[src/rtl/frame_buffer_reader.sv]
// Reads a stored frame from a synchronous RAM and replays it as vsyn/href/clken/data with programmable blanking.
// Optional build macro FRAME_READER_PATTERN_EN adds pattern_en and an 8-band colour bar source.
module frame_buffer_reader #(
  parameter int IMG_HDISP = 640,
  parameter int IMG_VDISP = 640,
  parameter int IMG_DATAW = 16,
  parameter int H_BLANK   = 16,
  parameter int V_BACK    = 8,
  parameter int V_FRONT   = 8,
  parameter int RD_LAT    = 1,
  localparam int XW = (IMG_HDISP > 1) ? $clog2(IMG_HDISP) : 1,
  localparam int YW = (IMG_VDISP > 1) ? $clog2(IMG_VDISP) : 1
) (
  input  logic                 pix_clk,
  input  logic                 sys_rst,
  input  logic                 frame_start,
`ifdef FRAME_READER_PATTERN_EN
  input  logic                 pattern_en,
`endif
  output logic                 frame_busy,
  output logic                 frame_done,
  output logic                 rd_en,
  output logic [XW-1:0]        rd_xaddr,
  output logic [YW-1:0]        rd_yaddr,
  input  logic [IMG_DATAW-1:0] rd_data,
  output logic                 post_frame_vsyn,
  output logic                 post_frame_href,
  output logic                 post_frame_clken,
  output logic [IMG_DATAW-1:0] post_frame_data
);

  localparam int CMAX = ((V_BACK > H_BLANK) ? V_BACK : H_BLANK) > V_FRONT ?
                        ((V_BACK > H_BLANK) ? V_BACK : H_BLANK) : V_FRONT;
  localparam int CW = $clog2(CMAX + 1);

  typedef enum logic [2:0] {IDLE, VBACK, ACTIVE, HBLANK, VFRONT} state_t;

  state_t          state, state_n;
  logic [XW-1:0]   x, x_n;
  logic [YW-1:0]   y, y_n;
  logic [CW-1:0]   cnt, cnt_n;
  logic [RD_LAT:0] act_pipe;
  logic [RD_LAT:0] vs_pipe;
  logic            pat_r;

  always_comb begin
    state_n = state;
    x_n     = x;
    y_n     = y;
    cnt_n   = cnt;
    case (state)
      IDLE:
        if (frame_start) begin
          state_n = VBACK;
          x_n     = '0;
          y_n     = '0;
          cnt_n   = '0;
        end
      VBACK:
        if (cnt == CW'(V_BACK - 1)) begin
          state_n = ACTIVE;
          cnt_n   = '0;
        end else cnt_n = cnt + 1'b1;
      ACTIVE:
        if (x == XW'(IMG_HDISP - 1)) begin
          x_n     = '0;
          state_n = HBLANK;
        end else x_n = x + 1'b1;
      HBLANK:
        if (cnt == CW'(H_BLANK - 1)) begin
          cnt_n = '0;
          if (y == YW'(IMG_VDISP - 1)) begin
            y_n     = '0;
            state_n = VFRONT;
          end else begin
            y_n     = y + 1'b1;
            state_n = ACTIVE;
          end
        end else cnt_n = cnt + 1'b1;
      VFRONT:
        if (cnt == CW'(V_FRONT - 1)) begin
          cnt_n   = '0;
          state_n = IDLE;
        end else cnt_n = cnt + 1'b1;
      default: state_n = IDLE;
    endcase
  end

  // Stage 0 of each pipe lines up with the state register; stage RD_LAT lines up with rd_data.
  always_ff @(posedge pix_clk) begin
    if (sys_rst) begin
      state      <= IDLE;
      x          <= '0;
      y          <= '0;
      cnt        <= '0;
      frame_busy <= 1'b0;
      frame_done <= 1'b0;
      act_pipe   <= '0;
      vs_pipe    <= '0;
    end else begin
      state       <= state_n;
      x           <= x_n;
      y           <= y_n;
      cnt         <= cnt_n;
      frame_busy  <= (state_n != IDLE);
      frame_done  <= (state == VFRONT) && (state_n == IDLE);
      act_pipe[0] <= (state_n == ACTIVE);
      vs_pipe[0]  <= (state_n == VBACK) || (state_n == ACTIVE) || (state_n == HBLANK);
      for (int i = 1; i <= RD_LAT; i++) begin
        act_pipe[i] <= act_pipe[i-1];
        vs_pipe[i]  <= vs_pipe[i-1];
      end
    end
  end

  assign rd_en            = act_pipe[0] & ~pat_r;
  assign rd_xaddr         = x;
  assign rd_yaddr         = y;
  assign post_frame_vsyn  = vs_pipe[RD_LAT];
  assign post_frame_href  = act_pipe[RD_LAT];
  assign post_frame_clken = act_pipe[RD_LAT];

`ifdef FRAME_READER_PATTERN_EN
  localparam int BAND_W = (IMG_HDISP >= 8) ? IMG_HDISP / 8 : 1;

  logic [RD_LAT:1][XW-1:0] x_pipe;
  logic [IMG_DATAW-1:0]    pat_pix;
  int                      band;

  always_ff @(posedge pix_clk) begin
    if (sys_rst) begin
      pat_r  <= 1'b0;
      x_pipe <= '0;
    end else begin
      if (state == IDLE && frame_start) pat_r <= pattern_en;
      x_pipe[1] <= x;
      for (int i = 2; i <= RD_LAT; i++) x_pipe[i] <= x_pipe[i-1];
    end
  end

  always_comb begin
    band = int'(x_pipe[RD_LAT]) / BAND_W;
    case (band)
      0:       pat_pix = IMG_DATAW'(16'hFFFF);
      1:       pat_pix = IMG_DATAW'(16'hFFE0);
      2:       pat_pix = IMG_DATAW'(16'h07FF);
      3:       pat_pix = IMG_DATAW'(16'h07E0);
      4:       pat_pix = IMG_DATAW'(16'hF81F);
      5:       pat_pix = IMG_DATAW'(16'hF800);
      6:       pat_pix = IMG_DATAW'(16'h001F);
      default: pat_pix = IMG_DATAW'(16'h0000);
    endcase
  end

  assign post_frame_data = act_pipe[RD_LAT] ? (pat_r ? pat_pix : rd_data) : '0;
`else
  assign pat_r = 1'b0;
  // The RAM's own output register is the data stage, so gating it with the delayed enable keeps data and clken aligned.
  assign post_frame_data = act_pipe[RD_LAT] ? rd_data : '0;
`endif

endmodule

[config.mk]
export PLATFORM = sky130hd
export DESIGN_NAME = frame_buffer_reader
export DESIGN_NICKNAME = d
export VERILOG_FILES = /design/src/rtl/frame_buffer_reader.sv
export SDC_FILE = /design/constraint.sdc
export NUM_CORES = 1
export LEC_CHECK = 0
export CORE_MARGIN = 2
export CORE_UTILIZATION = 42
export DETAILED_ROUTE_END_ITERATION = 6
export PLACE_DENSITY = 0.74
export SLEW_MARGIN = 20
export SYNTH_ARGS = -nofsm -noshare
export SYNTH_HDL_FRONTEND = slang
export SYNTH_SLANG_ARGS = --single-unit
[constraint.sdc]
create_clock -name pix_clk -period 5.12 [get_ports pix_clk]
set_input_delay 0.768 -clock pix_clk [delete_from_list [all_inputs] [get_ports pix_clk]]
set_output_delay 0.768 -clock pix_clk [all_outputs]
set_load 0.02 [all_outputs]
==> summary.md <==
| Metric | Value |
|---|---|
| Initial antenna violation count | 0 |
| Final number of max-transition violations | 0 |
| Number of global-route vias before repair | 1643 |
| Share of the yosys chip area belonging to registers | 36.2% |
| Proportion of power drawn by the clock network | 38.2% |
| Tightest slew margin relative to the limit | 35.1% |
| Number of buffers on the longest clock path | 2 |
| Total power divided by cell area | 205 mW/mm^2 |
| Proportion of power drawn by combinational gates | 9.7% |
| Mapped Area | 0.00188 sq mm |
| Total power after layout | 0.529 mW |
| Number of distinct standard cells referenced by the synthesized netlist | 56 |
| Commonest cells after routing, fill and taps aside | 60 x sky130_fd_sc_hd__clkdlybuf4s50_1, 34 x sky130_fd_sc_hd__dfxtp_1, 26 x sky130_fd_sc_hd__nor2_1, 17 x sky130_fd_sc_hd__and2_1, 12 x sky130_fd_sc_hd__nand2_1 |
| TritonRoute pass-1 iters | 4 |
| Post-layout worst setup margin | 2390 ps |
| # placed instances | 321 |
| Area of the die | 0.00503 sq mm |
| Synthesis-stage register bit count | 34 |
| Antenna cell count | 0 |
| Result of the run | finished clean |
| Cells after Synth | 219 |
| Max-Cap Viols | 0 |
| Mean area per synthesized cell | 8.59 sq um |
| Root Buffer Master | sky130_fd_sc_hd__clkbuf_8 |
| Post-Syn Nets | 244 |
| Category of the most critical setup path | in -> out |
| Maximum number of pins on one net before global-route repair | 28 |
| Area of the core | 0.00432 sq mm |
| Port-buffer cells | 60 |
| Launch point of the worst reg-to-reg path | cnt[0] |
| Final hold violation count | 0 |
| Met1 global-route usage | 25.0% |
| Sequential power share | 52.0% |
| Pre-CTS worst setup slack | 2370 ps |
| Minimum clock period | 2730 ps |
| Hold-fix buffer count after cts | 0 |
| Starting Density | 43.5% |
| DRC violations left | 0 |
| Max H-tree Level | 2 |
| Layout overhead on the synthesized area | 37.4% |
| Share of the cycle needed by the critical path after routing | 53.4% |
| Share of final-layout standard cells stronger than drive strength 1 | 4.33% |
| Max frequency | 366 MHz |
| Setup TNS | 0 ps |
| Number of post-CTS setup repair buffers | 0 |
| Setup repair after global routing missed its margin | false |
| Placement Rows | 24 |
| Worst-margin pin slew | 970 ps |
| Critical path arrival | 1970 ps |
| CTS tree | built |
| Static Leak | 0.895 nW |
| Power Internal | 0.404 mW |
| Via density | 5.55 |
| GRT met3 Usage | 6.55% |
| Most common flop cell mapped by yosys | sky130_fd_sc_hd__dfxtp_1 |
| Number of flops mapped to enable cells by yosys | 0 |
| Maximum fanout along the worst path | 1 |
| Die span in x | 70.9 microns |
| Switching Power | 0.125 mW |
| Routability congestion estimate | 0.804 |
| I/O pin count | 61 |
| Worst setup EP type | output pin |
| Clock transition at the registers of the reported paths | 60 ps |
| Crit path required time | 4350 ps |
| Hold wc startpoint | vs_pipe[0] |
| Insertion delay to the later sink of the worst-skew pair | 290 ps |
| Fill cells | 418 |
| Most common cell after layout, fill and taps aside | sky130_fd_sc_hd__clkdlybuf4s50_1 |
| Count of warnings emitted by yosys | 0 |
| Share of the core filled with cells in the final layout | 59.8% |
| GRT Util Overall | 18.7% |
| Type of element launching the critical path | primary input |
| Worst setup path startpoint | rd_data[10] |
| Routed Wire Length | 4350 microns |
| Count of nets left with antenna violations after detail routing | 0 |
| Worst voltage drop across the vdd grid | 0.000142 V |
| Global route total overflow | 0 |
| Number of DRC markers in iteration 0 | 50 |
| Number of buffers created by CTS | 5 |
| Number of instances resized during post-cts repair | 0 |
| Final Setup Violations | 0 |
| Global-route layer with the greatest usage | met2 |
| GRT met2 Usage | 28.0% |
| Classification of the worst-slack hold path | reg -> reg |
| Wire length of the first global-routing pass | 7630 microns |
| Worst clock skew | 4.43 ps |
| Number of nets in the finished design | 301 |
| Vertical die dimension | 70.9 microns |
| Number of sinks driven by the clock tree | 34 |
| Non-Filler Instances | 329 |
| Final routed wire length divided by cell count | 13.2 microns |
| Fraction of power spent switching nets | 23.6% |
| Async set-reset flop share out of synthesis | 0% |
| DP Wirelength | 3230 microns |
| Routed vias | 1826 |
==> cell families after synthesis <==
group / count (synthesis) / share of synthesized area (%)
simple gates: 107 / 32.7
compound gates: 49 / 18.6
flops: 34 / 36.2
fa+ha+maj: 6 / 3.99
mux: 1 / 0.532
xor+xnor: 10 / 4.66
buf+inv: 12 / 3.26
==> path summary, 6_finish.rpt <==
path	to	slack [ps]	cells after the start
hold / removal	vs_pipe[1]	440	1
setup reg to reg	rd_yaddr[0]	2850	7
hold reg to reg	vs_pipe[1]	440	1
setup / recovery	post_frame_data[10]	2390	3
==> critical path, cell delays in order <==
cell and delay (ps):
sky130_fd_sc_hd__clkdlybuf4s50_1 460, sky130_fd_sc_hd__and2_1 130, sky130_fd_sc_hd__clkdlybuf4s50_1 600
==> area by class of cell <==
class	instances	area [sq um]	share of cell area [%]
multi-input cells	173	1140	44.1
flip-flops and latches	34	681	26.3
repair buffers	60	601	23.2
clock buffers	7	86.3	3.34
well taps	52	65.1	2.52
inverters	2	7.51	0.291
clock inverters	1	5.00	0.194
==> cells in the mapped netlist, types with 4 or more instances <==
library cell	n	area (sq um)
sky130_fd_sc_hd__dfxtp_1	34	681
sky130_fd_sc_hd__nor2_1	26	97.6
sky130_fd_sc_hd__and2_1	17	106
sky130_fd_sc_hd__nand2_1	12	45.0
sky130_fd_sc_hd__a21oi_1	10	50.1
sky130_fd_sc_hd__nand3_1	8	40.0
sky130_fd_sc_hd__and3_1	6	37.5
sky130_fd_sc_hd__ha_1	6	75.1
sky130_fd_sc_hd__o21ai_0	6	30.0
sky130_fd_sc_hd__xnor2_1	6	52.6
sky130_fd_sc_hd__a211oi_1	5	37.5
sky130_fd_sc_hd__nor2b_1	5	31.3
sky130_fd_sc_hd__nor3_1	5	25.0
sky130_fd_sc_hd__buf_2	4	20.0
sky130_fd_sc_hd__clkbuf_1	4	15.0
sky130_fd_sc_hd__nand2b_1	4	25.0
sky130_fd_sc_hd__xor2_1	4	35.0
==> power by group through the flow <==
stage | clock network [mW] | registers [mW] | logic [mW]
detailed placement | 0 | 0.281 | 0.0519
global route | 0.219 | 0.276 | 0.0582
CTS | 0.208 | 0.275 | 0.0520
global placement | 0 | 0.281 | 0.0511
floorplan | 0 | 0.280 | 0.0296
finish | 0.202 | 0.275 | 0.0516
==> sequential cells by signal, indices dropped and copies added, names as in the netlist <==
register    flops
act_pipe        2
cnt             5
frame_busy      1
frame_done      1
rd_xaddr       10
rd_yaddr       10
state           3
vs_pipe         2
==> metal layers <==
layer / wire length, microns / vias up / share of wire, %
li1: - / 921 / -
met1: 2080 / 827 / 48
met2: 1830 / 70 / 42
met3: 367 / 8 / 8.4
met4: 65 / 0 / 1.5
met5: 0 / - / 0
==> per-stage QoR <==
| step | instance area, sq um | hold slack (ps) |
|---|---|---|
| 2_1_floorplan | 1880 | 414 |
| 3_3_place_gp | 2490 | 416 |
| 3_5_place_dp | 2490 | 431 |
| 4_1_cts | 2580 | 448 |
| 5_1_grt | 2580 | 460 |
| 6_report | 2580 | 439 |
Power figures use the tool's default switching activity.
